[config.mk]
export PLATFORM = sky130hd
export DESIGN_NAME = mfgate_prober
export DESIGN_NICKNAME = d
export VERILOG_FILES = /design/src/rtl/mfgate_prober.sv
export SDC_FILE = /design/constraint.sdc
export NUM_CORES = 1
export LEC_CHECK = 0
export CORE_MARGIN = 5
export CORE_UTILIZATION = 50
export DETAILED_ROUTE_END_ITERATION = 10
export HOLD_SLACK_MARGIN = 0.15
export PLACE_DENSITY = 0.73
export SYNTH_ARGS = -nofsm -noshare
export SYNTH_HDL_FRONTEND = slang
export SYNTH_SLANG_ARGS = --single-unit
export TNS_END_PERCENT = 100
[constraint.sdc]
create_clock -name clk -period 2.3 [get_ports clk]
set_input_delay 0.69 -clock clk [delete_from_list [all_inputs] [get_ports clk]]
set_output_delay 0.69 -clock clk [all_outputs]
set_load 0.02 [all_outputs]
[src/rtl/mfgate_prober.sv]
// Multifunction-gate prober: walks {x,y} through 00,01,10,11, samples the gate
// output once per vector, then decodes the 4-bit response into the gate's function.
//
// state    | meaning
// ---------+--------------------------------------------------------------
// S_IDLE   | waiting for start; probes parked at 00, busy low
// S_HOLD   | holding vector r_idx; down-counter runs to 0, then f_in is sampled
// S_FINISH | all four samples captured; publish sig/cls and pulse done

module mfgate_prober #(
    parameter int unsigned SETTLE_CYCLES = 2
) (
    input  logic       clk,
    input  logic       rst_n,
    input  logic       start,
    input  logic       f_in,
    output logic       probe_x,
    output logic       probe_y,
    output logic       busy,
    output logic       done,
    output logic [3:0] sig,
    output logic [1:0] cls
);

    generate
        if (SETTLE_CYCLES < 1 || SETTLE_CYCLES > 255) begin : g_bad_settle
            $error("mfgate_prober: SETTLE_CYCLES must be in 1..255");
        end
    endgenerate

    localparam logic [7:0] SETTLE_LD = 8'(SETTLE_CYCLES);

    localparam logic [1:0] CLS_PASS_X  = 2'd0;
    localparam logic [1:0] CLS_PASS_Y  = 2'd1;
    localparam logic [1:0] CLS_INV_X   = 2'd2;
    localparam logic [1:0] CLS_INVALID = 2'd3;

    typedef enum logic [1:0] {
        S_IDLE   = 2'd0,
        S_HOLD   = 2'd1,
        S_FINISH = 2'd2
    } state_t;

    state_t     r_state;
    logic [1:0] r_idx;
    logic [7:0] r_cnt;
    logic [3:0] r_cap;
    logic       r_probe_x;
    logic       r_probe_y;
    logic       r_busy;
    logic       r_done;
    logic [3:0] r_sig;
    logic [1:0] r_cls;

    logic [1:0] w_idx_nxt;
    logic [1:0] w_cls_fin;

    function automatic logic [1:0] decode_cls(input logic [3:0] s);
        logic [1:0] c;
        case (s)
            4'b1100: c = CLS_PASS_X;
            4'b1010: c = CLS_PASS_Y;
            4'b0011: c = CLS_INV_X;
            default: c = CLS_INVALID;
        endcase
        return c;
    endfunction

    assign w_idx_nxt = r_idx + 2'd1;
    assign w_cls_fin = decode_cls(r_cap);

    // r_cap accumulates the partial signature so sig/cls only move on done.
    always_ff @(posedge clk or negedge rst_n) begin
        if (!rst_n) begin
            r_state   <= S_IDLE;
            r_idx     <= 2'd0;
            r_cnt     <= 8'd0;
            r_cap     <= 4'b0000;
            r_probe_x <= 1'b0;
            r_probe_y <= 1'b0;
            r_busy    <= 1'b0;
            r_done    <= 1'b0;
            r_sig     <= 4'b0000;
            r_cls     <= CLS_INVALID;
        end else begin
            r_done <= 1'b0;
            case (r_state)
                S_IDLE: begin
                    if (start) begin
                        r_state   <= S_HOLD;
                        r_idx     <= 2'd0;
                        r_cnt     <= SETTLE_LD;
                        r_cap     <= 4'b0000;
                        r_probe_x <= 1'b0;
                        r_probe_y <= 1'b0;
                        r_busy    <= 1'b1;
                    end
                end
                S_HOLD: begin
                    if (r_cnt != 8'd0) begin
                        r_cnt <= r_cnt - 8'd1;
                    end else begin
                        r_cap[r_idx] <= f_in;
                        if (r_idx != 2'd3) begin
                            r_idx     <= w_idx_nxt;
                            r_probe_x <= w_idx_nxt[1];
                            r_probe_y <= w_idx_nxt[0];
                            r_cnt     <= SETTLE_LD;
                        end else begin
                            r_state <= S_FINISH;
                        end
                    end
                end
                S_FINISH: begin
                    r_sig     <= r_cap;
                    r_cls     <= w_cls_fin;
                    r_done    <= 1'b1;
                    r_busy    <= 1'b0;
                    r_probe_x <= 1'b0;
                    r_probe_y <= 1'b0;
                    r_idx     <= 2'd0;
                    r_state   <= S_IDLE;
                end
                default: begin
                    r_state <= S_IDLE;
                end
            endcase
        end
    end

    assign probe_x = r_probe_x;
    assign probe_y = r_probe_y;
    assign busy    = r_busy;
    assign done    = r_done;
    assign sig     = r_sig;
    assign cls     = r_cls;

endmodule

==> run_results.csv <==
group,metric,value,unit
power_and_ir_drop,p_leak,0.589,nW
layout,layout-drive-gt1-share,15.3,%
power_and_ir_drop,power_density,465,nW/um^2
timing,holdWs,0.493,ns
power_and_ir_drop,seqPwrFrac,63.4,%
worst_hold_path,whs_path_depth,2,
critical_path,worstPathCellList,"clkdlybuf4s50_1",
critical_path,cp.arrival,1.47,ns
power_and_ir_drop,comb_power_share,2.4,%
global_routing,grt_use_total,14.5,%
detailed_routing,drt_iter0_markers,13,
synth,synthArstFlopShare,100,%
critical_path,path_depth,1,
detailed_routing,drt-pass1-iter-count,4,
clock_network,clock-root-buffer,"clkbuf_4",
critical_path,r2r-end,"r_cnt[1]$_DFFE_PN0P_",
critical_path,path_max_fanout,2,
layout,finalNonFillerCells,167,
timing,max_freq,463,MHz
power_and_ir_drop,switchingPower,0.141,mW
die,core,2410,um^2
synth,ys_seq_area_share,48.8,%
critical_path,slowest_delay,0.59,ns
clock_network,cts_tree,"done",
power_and_ir_drop,p_int,0.525,mW
power_and_ir_drop,switching_share,21.2,%
synth,netlist_top_cells_area,"dfrtp_1 45%, nand2_1 5.2%, ha_1 5.1%, dfstp_2 4.3%, nand3_1 3.6%",
detailed_routing,wl,2.21,mm
synth,synthCells,121,
power_and_ir_drop,ir_drop,0.000301,V
detailed_routing,wire_per_inst,13.3,um
critical_path,ff2ff_setup_slack,0.27,ns
die,initial_core_util,51.3,%
place,port_buffers,13,
timing,period_share,93.9,%
place,dp.cells,163,
die,dieWidth,59.7,um
layout,nets,147,
detailed_routing,vias,937,
clock_network,insertion_delay,0.32,ns
worst_hold_path,min_path_type,"reg2reg",
timing,rsz0062_at_grt,"no",
critical_path,endpoint_kind,"primary output",
critical_path,worstSetupPathType,"reg2out",
clock_network,cts_hold_buffers,0,
synth,syn_nets,130,
global_routing,antenna_found_initial,0,
synth,synth_area_leader_cell,"dfrtp_1",
global_routing,grt_pass1_wl,3.84,mm
critical_path,crit_end,"cls[0]",
timing,finClkSkew,0.00297,ns
synth,synth_edf_count,0,
critical_path,r2r-start,"r_cnt[0]$_DFFE_PN0P_",
critical_path,cp.buffers_inverters,1,
place,gp_congestion,0.799,
detailed_routing,drc,0,
clock_network,cts_resized,0,
timing,slew-limit-headroom,40.3,%
critical_path,critPathRequiredTime,1.61,ns
global_routing,grt_overflow,0,
detailed_routing,ant_nets,0,
place,hpwl,1.65,mm
critical_path,crit_family,"buffers and inverters",
detailed_routing,via_per_inst,5.61,
timing,final_max_slew_viol_count,0,
die,rows,18,
global_routing,grt_pass1_vias,891,
synth,yosysTopAreaCellShare,44.5,%
synth,synthDistinctLibCells,37,
critical_path,crit_path_start,"cls[0]$_DFFE_PN1P_",
synth,ys_seq_elements,24,
timing,finalHoldViolCount,0,
clock_network,h-tree-depth,1,
power_and_ir_drop,total_power,0.666,mW
timing,setup_tns,0,ns
die,die_height,59.7,um
critical_path,reg2reg_depth,6,
timing,worstMarginPinSlew,0.887,ns
synth,post_synth.cell_area_avg,10.2,um^2
outcome,status,"finished, final reports clean",
clock_network,cts_buffers,3,
clock_network,clk_pin_slew_worst_paths,0.13,ns
run,maxCapViolations,0,
critical_path,critPathSlowestCell,"clkdlybuf4s50_1",
timing,fin_crit,2.16,ns
global_routing,grt_max_degree,25,
clock_network,cts_buffer_depth,2,
synth,ys_warn_count,0,
critical_path,cp-start-kind,"flip-flop",
clock_network,cts_sinks,24,
clock_network,cts_setup_buffers,0,
power_and_ir_drop,clockPowerShare,34.2,%
timing,setup_viol,0,
layout,antennaDiodeCount,0,
layout,syn_to_final_growth,15.9,%
die,die_area,3570,um^2
synth,synth-main-ff-cell,"dfrtp_1",
die,io_pins,14,
layout,fillerInstances,203,
synth,netlist_area,1240,um^2
[layout make-up]
| class | instances | area [um^2] | share of cell area, % |
|---|---|---|---|
| timing repair buffer | 14 | 138 | 9.61 |
| tap | 30 | 37.5 | 2.62 |
| inverter | 6 | 22.5 | 1.57 |
| multi-input combinational | 89 | 596 | 41.6 |
| sequential | 24 | 603 | 42.1 |
| clock buffer | 4 | 36.3 | 2.53 |
[power groups by stage]
stage / sequential [mW] / clock, mW / combinational (mW)
CTS: 0.422 / 0.233 / 0.0169
finish: 0.422 / 0.228 / 0.0162
global placement: 0.430 / 0 / 0.0164
global route: 0.422 / 0.257 / 0.0187
floorplan: 0.430 / 0 / 0.000600
detailed placement: 0.430 / 0 / 0.0168
[through the flow]
step | instance area, um^2 | setup WS [ns] | util, %
6_report | 1430 | 0.139 | 59.4
5_1_grt | 1430 | 0.0898 | 59.4
4_1_cts | 1430 | 0.126 | 59.4
3_5_place_dp | 1400 | 0.147 | 57.9
3_3_place_gp | 1400 | 0.178 | 57.9
2_1_floorplan | 1240 | 0.494 | -
[cell usage in the layout (no fill, tap or decap), types with 2 or more instances in the layout]
| cell | Yosys | layout |
|---|---|---|
| nand2_1 | 17 | 17 |
| nor2_1 | 5 | 5 |
| nor4_1 | 2 | 2 |
| and2_1 | 2 | 2 |
| clkdlybuf4s50_1 | 0 | 13 |
| mux2_2 | 4 | 4 |
| dfstp_2 | 2 | 2 |
| inv_1 | 6 | 6 |
| nand2b_1 | 6 | 6 |
| o211ai_1 | 2 | 2 |
| clkbuf_4 | 0 | 3 |
| ha_1 | 5 | 5 |
| nand3_1 | 9 | 9 |
| a21oi_1 | 6 | 6 |
| o21ai_0 | 7 | 7 |
| or3_2 | 2 | 2 |
| o22ai_1 | 3 | 3 |
| dfrtp_1 | 22 | 22 |
[synth_stat cells (2+ instances only)]
master / number
nor2_1: 5
dfstp_2: 2
nand3_1: 9
nand2b_1: 6
mux2_2: 4
dfrtp_1: 22
nand2_1: 17
ha_1: 5
inv_1: 6
o21ai_0: 7
o22ai_1: 3
and2_1: 2
a21oi_1: 6
or3_2: 2
nor4_1: 2
o211ai_1: 2
[state kept, by name (all words and copies together) (netlist names)]
| name | flops |
|---|---|
| busy | 1 |
| cls | 2 |
| done | 1 |
| r_cap | 4 |
| r_cnt | 8 |
| r_idx | 2 |
| r_state | 2 |
| sig | 4 |
[how the worst min path moves through the flow]
| stage | from | end |
|---|---|---|
| after floorplan | rst_n | busy$_DFFE_PN0P_ |
| after global placement | cls[1]$_DFFE_PN1P_ | cls[1]$_DFFE_PN1P_ |
| after CTS | cls[0]$_DFFE_PN1P_ | cls[0]$_DFFE_PN1P_ |
| after detailed placement | cls[0]$_DFFE_PN1P_ | cls[0]$_DFFE_PN1P_ |
| final | cls[0]$_DFFE_PN1P_ | cls[0]$_DFFE_PN1P_ |
| after global routing | cls[0]$_DFFE_PN1P_ | cls[0]$_DFFE_PN1P_ |
[tightest hold or removal path, cell delays in order, from the launching register on]
cell     delay [ns]
dfstp_2        0.39
nand2_1        0.04
o21ai_0        0.06
[routing by layer]
metal  track usage, %  routed length [um]
met1             17.6                 964
met2             22.8                1080
met3             3.67                 118
met4             9.18                  53
met5                0                   0
[logic make-up (layout without fill, tap and decap cells)]
family,count (synthesis),in the layout,share of synthesized area (%)
multiplexers,5,5,4.86
flip-flops,24,24,48.8
AND/OR/NAND/NOR,51,51,22.7
AO/OA/AOI/OAI,28,28,15.6
buffers and inverters,8,24,3.04
adder cells (fa/ha/maj),5,5,5.06
Note: power is estimated with default switching activity, not from simulation.
